File: src/rtl/instruction_loader_if.sv
// Byte-stream input and instruction-memory write port of the program loader.
// master = loader side, slave = stream source / memory side.
interface instruction_loader_if #(
  parameter int ADDR_WIDTH = 12,
  parameter int INST_WIDTH = 19
);
  logic                  in_valid;
  logic [7:0]            in_data;
  logic                  in_ready;
  logic                  imem_we;
  logic [ADDR_WIDTH-1:0] imem_addr;
  logic [INST_WIDTH-1:0] imem_wdata;

  modport master (
    input  in_valid, in_data,
    output in_ready, imem_we, imem_addr, imem_wdata
  );

  modport slave (
    output in_valid, in_data,
    input  in_ready, imem_we, imem_addr, imem_wdata
  );
endinterface

File: src/rtl/instruction_loader.sv
// Framed byte-stream program loader writing instructions into instruction memory.
// imem_we one cycle after each B2 byte; in_ready low during the write cycle and the DONE/ERR cycle.
module instruction_loader #(
  parameter int                    INST_WIDTH = 19,
  parameter int                    ADDR_WIDTH = 12,
  parameter logic [7:0]            SYNC_BYTE  = 8'hA5,
  parameter logic [ADDR_WIDTH-1:0] LOAD_BASE  = '0
) (
  input  logic                  clk,
  input  logic                  rst,
  instruction_loader_if.master  bus,
  output logic                  cpu_hold,
  output logic                  done,
  output logic                  error
);

  // Bits of B0 above the instruction width; any of them set is a format violation.
  localparam logic [7:0] B0_SPARE = 8'(16'h00FF << (INST_WIDTH - 16));

  typedef enum logic [3:0] {
    S_IDLE,
    S_CNT_HI,
    S_CNT_LO,
    S_B0,
    S_B1,
    S_B2,
    S_WRITE,
    S_CHK,
    S_DONE,
    S_ERR
  } state_t;

  state_t                  state;
  logic                    in_ready;
  logic                    imem_we;
  logic [ADDR_WIDTH-1:0]   addr;
  logic [INST_WIDTH-1:0]   wdata;
  logic [11:0]             remaining;
  logic [7:0]              chk;
  logic [INST_WIDTH-9:0]   hi_bytes;
  logic                    xfer;
  logic [7:0]              chk_nxt;

  assign xfer    = bus.in_valid & in_ready;
  assign chk_nxt = chk ^ bus.in_data;

  assign bus.in_ready   = in_ready;
  assign bus.imem_we    = imem_we;
  assign bus.imem_addr  = addr;
  assign bus.imem_wdata = wdata;

  always_ff @(posedge clk or posedge rst) begin
    if (rst) begin
      state     <= S_IDLE;
      in_ready  <= 1'b1;
      imem_we   <= 1'b0;
      addr      <= LOAD_BASE;
      wdata     <= '0;
      cpu_hold  <= 1'b1;
      done      <= 1'b0;
      error     <= 1'b0;
      remaining <= '0;
      chk       <= '0;
      hi_bytes  <= '0;
    end else begin
      imem_we <= 1'b0;
      unique case (state)
        S_IDLE: begin
          if (xfer && bus.in_data == SYNC_BYTE) begin
            done     <= 1'b0;
            error    <= 1'b0;
            cpu_hold <= 1'b1;
            addr     <= LOAD_BASE;
            chk      <= '0;
            state    <= S_CNT_HI;
          end
        end
        S_CNT_HI: begin
          if (xfer) begin
            chk <= chk_nxt;
            if (bus.in_data[7:4] != 4'h0) begin
              error    <= 1'b1;
              in_ready <= 1'b0;
              state    <= S_ERR;
            end else begin
              remaining[11:8] <= bus.in_data[3:0];
              state           <= S_CNT_LO;
            end
          end
        end
        S_CNT_LO: begin
          if (xfer) begin
            chk             <= chk_nxt;
            remaining[7:0]  <= bus.in_data;
            if ({remaining[11:8], bus.in_data} == 12'd0) begin
              state <= S_CHK;
            end else begin
              state <= S_B0;
            end
          end
        end
        S_B0: begin
          if (xfer) begin
            chk <= chk_nxt;
            if ((bus.in_data & B0_SPARE) != 8'h00) begin
              error    <= 1'b1;
              in_ready <= 1'b0;
              state    <= S_ERR;
            end else begin
              hi_bytes[INST_WIDTH-9:8] <= bus.in_data[INST_WIDTH-17:0];
              state                    <= S_B1;
            end
          end
        end
        S_B1: begin
          if (xfer) begin
            chk           <= chk_nxt;
            hi_bytes[7:0] <= bus.in_data;
            state         <= S_B2;
          end
        end
        S_B2: begin
          if (xfer) begin
            chk       <= chk_nxt;
            wdata     <= {hi_bytes, bus.in_data};
            imem_we   <= 1'b1;
            in_ready  <= 1'b0;
            remaining <= remaining - 12'd1;
            state     <= S_WRITE;
          end
        end
        S_WRITE: begin
          // Address advances only once the write strobe has been presented.
          addr     <= addr + {{(ADDR_WIDTH-1){1'b0}}, 1'b1};
          in_ready <= 1'b1;
          state    <= (remaining != 12'd0) ? S_B0 : S_CHK;
        end
        S_CHK: begin
          if (xfer) begin
            in_ready <= 1'b0;
            if (bus.in_data == chk) begin
              done     <= 1'b1;
              cpu_hold <= 1'b0;
              state    <= S_DONE;
            end else begin
              error <= 1'b1;
              state <= S_ERR;
            end
          end
        end
        S_DONE: begin
          in_ready <= 1'b1;
          state    <= S_IDLE;
        end
        S_ERR: begin
          error    <= 1'b1;
          in_ready <= 1'b1;
          state    <= S_IDLE;
        end
        default: begin
          in_ready <= 1'b1;
          state    <= S_IDLE;
        end
      endcase
    end
  end

endmodule

File: src/flat_wrapper.sv
// flat-port wrapper written by rule: the top's interface ports become plain ports
module instruction_loader_flat 
#(
  parameter int                    INST_WIDTH = 19,
  parameter int                    ADDR_WIDTH = 12,
  parameter logic [7:0]            SYNC_BYTE  = 8'hA5,
  parameter logic [ADDR_WIDTH-1:0] LOAD_BASE  = '0
)
  (clk, rst, cpu_hold, done, error, bus_in_valid, bus_in_data, bus_in_ready, bus_imem_we, bus_imem_addr, bus_imem_wdata);
  instruction_loader_if #(.ADDR_WIDTH(ADDR_WIDTH), .INST_WIDTH(INST_WIDTH)) bus_i ();
  input  logic clk;
  input  logic rst;
  output logic cpu_hold;
  output logic done;
  output logic error;
  input wire logic [$bits(bus_i.in_valid)-1:0] bus_in_valid;
  input wire logic [$bits(bus_i.in_data)-1:0] bus_in_data;
  output wire logic [$bits(bus_i.in_ready)-1:0] bus_in_ready;
  output wire logic [$bits(bus_i.imem_we)-1:0] bus_imem_we;
  output wire logic [$bits(bus_i.imem_addr)-1:0] bus_imem_addr;
  output wire logic [$bits(bus_i.imem_wdata)-1:0] bus_imem_wdata;
  assign bus_i.in_valid = bus_in_valid;
  assign bus_i.in_data = bus_in_data;
  assign bus_in_ready = bus_i.in_ready;
  assign bus_imem_we = bus_i.imem_we;
  assign bus_imem_addr = bus_i.imem_addr;
  assign bus_imem_wdata = bus_i.imem_wdata;
  instruction_loader #(.INST_WIDTH(INST_WIDTH), .ADDR_WIDTH(ADDR_WIDTH), .SYNC_BYTE(SYNC_BYTE), .LOAD_BASE(LOAD_BASE)) u_core (.clk(clk), .rst(rst), .bus(bus_i), .cpu_hold(cpu_hold), .done(done), .error(error));
endmodule
File: config.mk
export PLATFORM = sky130hd
export DESIGN_NAME = instruction_loader_flat
export DESIGN_NICKNAME = d
export VERILOG_FILES = /design/src/rtl/instruction_loader_if.sv /design/src/rtl/instruction_loader.sv /design/src/flat_wrapper.sv
export SDC_FILE = /design/constraint.sdc
export NUM_CORES = 1
export LEC_CHECK = 0
export CORE_MARGIN = 1.5
export CORE_UTILIZATION = 45
export CTS_BUF_LIST = sky130_fd_sc_hd__clkbuf_8
export CTS_CLUSTER_DIAMETER = 120
export DETAILED_ROUTE_END_ITERATION = 8
export PLACE_DENSITY = 0.75
export SLEW_MARGIN = 15
export SYNTH_ARGS = -nofsm -noshare
export SYNTH_HDL_FRONTEND = slang
export SYNTH_SLANG_ARGS = --single-unit
File: constraint.sdc
create_clock -name clk -period 5.33 [get_ports clk]
set_input_delay 0.7995 -clock clk [delete_from_list [all_inputs] [get_ports clk]]
set_output_delay 0.7995 -clock clk [all_outputs]
set_load 0.05 [all_outputs]
==> key figures <==
Run status
  • Result of the run: complete, no violations

Detailed routing
  • WL per Instance: 16.4 um
  • # DRC: 0
  • DRT Pass-1 Iters: 4
  • Detailed Route Iter0 Violations: 227
  • Vias: 2913
  • Number of routed nets with antenna violations: 0
  • Drt total wl: 8.07 mm
  • Avg Vias per Cell: 5.91

Final layout
  • Design Area, Final: 4320 um^2
  • Fin nets: 399
  • Area grow syn2layout: 19.7%
  • Ant diodes: 0
  • Share of cells above drive strength 1: 0.146

Yosys
  • Synth Area in Simple Gates: 0.198
  • Largest family of logic cells by synthesized area: simple AND/OR/NAND/NOR gates
  • Distinct cells, synth: 58
  • Synth warn: 0
  • Post-synth EDFFs: 0
  • Avg Inst Size Synth: 10.4 um^2
  • Syn_nets: 361
  • Xor/xnor cell area share of the yosys netlist: 0.0170
  • Mapped Area: 3610 um^2
  • Post-synthesis compound-gate area fraction: 0.144
  • Synth Register Bits: 71
  • Mux cell area share after synthesis: 0.108
  • Synth Instances: 348
  • Top_reg_cell synth: dfrtp_1
  • Register area share after synthesis: 0.493
  • Synth Area in Adders: 0.00693
  • Asr flop ratio synth: 1.00

Global routing
  • Grt total ovfl: 0
  • Routing usage on met2: 0.324
  • Number of global-route vias before repair: 2788
  • First-pass GRT wire length: 13.7 mm
  • Largest net degree at the start of global routing: 38
  • Initial antenna violation count: 0
  • Grt peak-use layer: met2
  • Met1 Usage GRT: 0.278
  • GR Util met3: 0.0419
  • Gr usage total: 0.207

Setup path
  • R2R Setup Slk: 2610 ps
  • Max FO, Critical Path: 10
  • Worst Path Required: 5560 ps
  • Worst Setup Start Kind: primary input
  • Reg-to-Reg Start: u_core.state[2]$_DFFE_PP0P_
  • FF-to-FF End: u_core.bus.imem_wdata[16]$_DFFE_PP0P_
  • Crit path kind: primary input to flip-flop
  • Crit end category: flip-flop
  • CP Data Arrival Time: 3120 ps
  • Worst r2r path cells: 5

Floorplanning
  • Die area: 8560 um^2
  • Die Y: 92.5 um
  • Die W: 92.5 um
  • Site Rows: 32
  • Initial core utilization: 0.467
  • I/O pin cnt: 47
  • Core area: 7730 um^2

Placement
  • Port-buffer cells: 46
  • Global placer's final weighted congestion: 0.833
  • Post-DP HPWL: 5.49 mm
  • Placed Area: 4120 um^2
  • Place WS: 2070 ps

Worst hold path
  • Worst Hold Class: flip-flop to flip-flop
  • Min-delay src: u_core.bus.imem_addr[11]$_DFFE_PP0P_
  • Hold depth: 1
  • Hold worst-path end: u_core.bus.imem_addr[11]$_DFFE_PP0P_

Clock network
  • CTS tree: yes
  • Postcts setup bufs: 0
  • Clock buffer depth: 2
  • CTS buffer count: 9
  • Post-CTS sizing: 0
  • Clk root buf: clkbuf_8
  • Clk_lat worst skew: 350 ps
  • TritonCTS sink count: 71
  • Post-CTS Hold Fix Bufs: 0
  • H-tree levels: 3
  • Clk pin slew, worst setup/hold paths: 70 ps

Power
  • Power share of the combinational group: 0.298
  • Peak VDD IR: 0.217 mV
  • Leak pwr: 1.87 nW
  • Sequential group share of total power: 0.448
  • Internal: 1.10 mW
  • Total power: 1.71 mW
  • Switching pwr: 0.617 mW
  • Pwr Density: 397 nW/um^2
  • Clock share of power: 0.254
  • Switching share of total power: 0.360

Timing
  • Measured slew at the worst slew-check pin: 1040 ps
  • Max Slew Vio Count: 0
  • Fmax: 346 MHz
  • Clk_skew: 7.46 ps
  • Fin crit period: 2890 ps
  • Setup WS post-layout: 2440 ps
  • Hold slack: 478 ps
  • Setup TNS: 0 ps
  • Unrepaired setup endpoints after global routing: no
  • Period utilization: 0.542
  • Worst slew margin: 0.307
  • Endpoints failing setup: 0
  • Final Hold Fails: 0

Run
  • MaxCap Viol Count: 0
## per-layer routing
metal	wire, um	up-vias
met3	413	14
met5	0	-
met1	3610	1468
li1	-	1351
met2	3900	80
met4	148	0
## layout by cell type (no fill, tap or decap), types with 8 or more instances in the layout
master | synthesis | final
a21oi_1 | 13 | 13
a221o_1 | 8 | 8
clkbuf_8 | 0 | 10
clkdlybuf4s50_1 | 0 | 46
dfrtp_1 | 69 | 69
mux2_2 | 29 | 29
nand2_1 | 28 | 28
nand3_1 | 9 | 9
nor2_1 | 22 | 22
nor2b_1 | 13 | 13
nor3b_1 | 10 | 10
o21ai_0 | 25 | 25
## worst max-delay path, stage by stage
cell and delay, ps:
clkdlybuf4s50_1 680, nor2b_1 120, or4_4 550, or4_4 530, nand4_1 120, mux2_1 320
## final cells by class
type / count / area [um^2]
Inverter: 7 / 26.3
Fill cell: 668 / 3410
Clock inverter: 6 / 61.3
Clock buffer: 10 / 138
Timing Repair Buffer: 48 / 475
Multi-Input combinational cell: 249 / 1710
Tap cell: 102 / 128
Sequential cell: 71 / 1780
## power by group through the flow
stage	Clock (mW)	Combinational, mW	Sequential [mW]
4_1_cts	0.442	0.512	0.765
3_5_place_dp	0	0.510	0.773
5_1_grt	0.462	0.562	0.787
6_report	0.435	0.510	0.767
3_3_place_gp	0	0.497	0.770
2_1_floorplan	0	0.354	0.794
## kinds of logic (layout without fill, tap and decap cells)
| group | count (synthesis) | count (layout) |
|---|---|---|
| AND/OR/NAND/NOR | 127 | 127 |
| buffers and inverters | 28 | 71 |
| adder cells (fa/ha/maj) | 2 | 2 |
| multiplexers | 35 | 35 |
| AO/OA/AOI/OAI | 78 | 78 |
| XOR/XNOR | 7 | 7 |
| flip-flops | 71 | 71 |
## cells in the mapped netlist, types with 7 or more instances
cell | count | area [um^2]
dfrtp_1 | 69 | 1730
mux2_2 | 29 | 327
nand2_1 | 28 | 105
o21ai_0 | 25 | 125
nor2_1 | 22 | 82.6
a21oi_1 | 13 | 65.1
clkbuf_1 | 13 | 48.8
nor2b_1 | 13 | 81.3
nor3b_1 | 10 | 75.1
nand3_1 | 9 | 45.0
a221o_1 | 8 | 80.1
inv_1 | 7 | 26.3
nor3_1 | 7 | 35.0
## flip-flops by register name, indices dropped and copies added, names as in the netlist
| register | flops |
|---|---|
| u_core.bus.imem_we | 1 |
| u_core.remaining | 12 |
| u_core.done | 1 |
| u_core.bus.in_ready | 1 |
| u_core.chk | 8 |
| u_core.bus.imem_addr | 12 |
| u_core.state | 4 |
| u_core.bus.imem_wdata | 19 |
| u_core.hi_bytes | 11 |
| u_core.error | 1 |
| u_core.cpu_hold | 1 |
## through the flow
| stage | utilization | std cells |
|---|---|---|
| 6_report | 0.559 | 493 |
| 4_1_cts | 0.559 | 493 |
| 5_1_grt | 0.559 | 493 |
| 3_3_place_gp | 0.533 | 477 |
| 2_1_floorplan | - | 348 |
| 3_5_place_dp | 0.533 | 477 |
## worst max path at each step
stage	slack, ps	cells past startpoint	to	from
final	2440	6	u_core.error$_DFFE_PP0P_	bus_in_data[3]
after global routing	2350	6	u_core.error$_DFFE_PP0P_	bus_in_data[3]
after CTS	2440	6	u_core.error$_DFFE_PP0P_	bus_in_data[3]
after detailed placement	2070	6	u_core.error$_DFFE_PP0P_	bus_in_data[3]
after global placement	2110	6	u_core.error$_DFFE_PP0P_	bus_in_data[3]
after floorplan	2740	1	u_core.bus.imem_addr[0]$_DFFE_PP0P_	rst
Note: power is estimated with default switching activity, not from simulation.
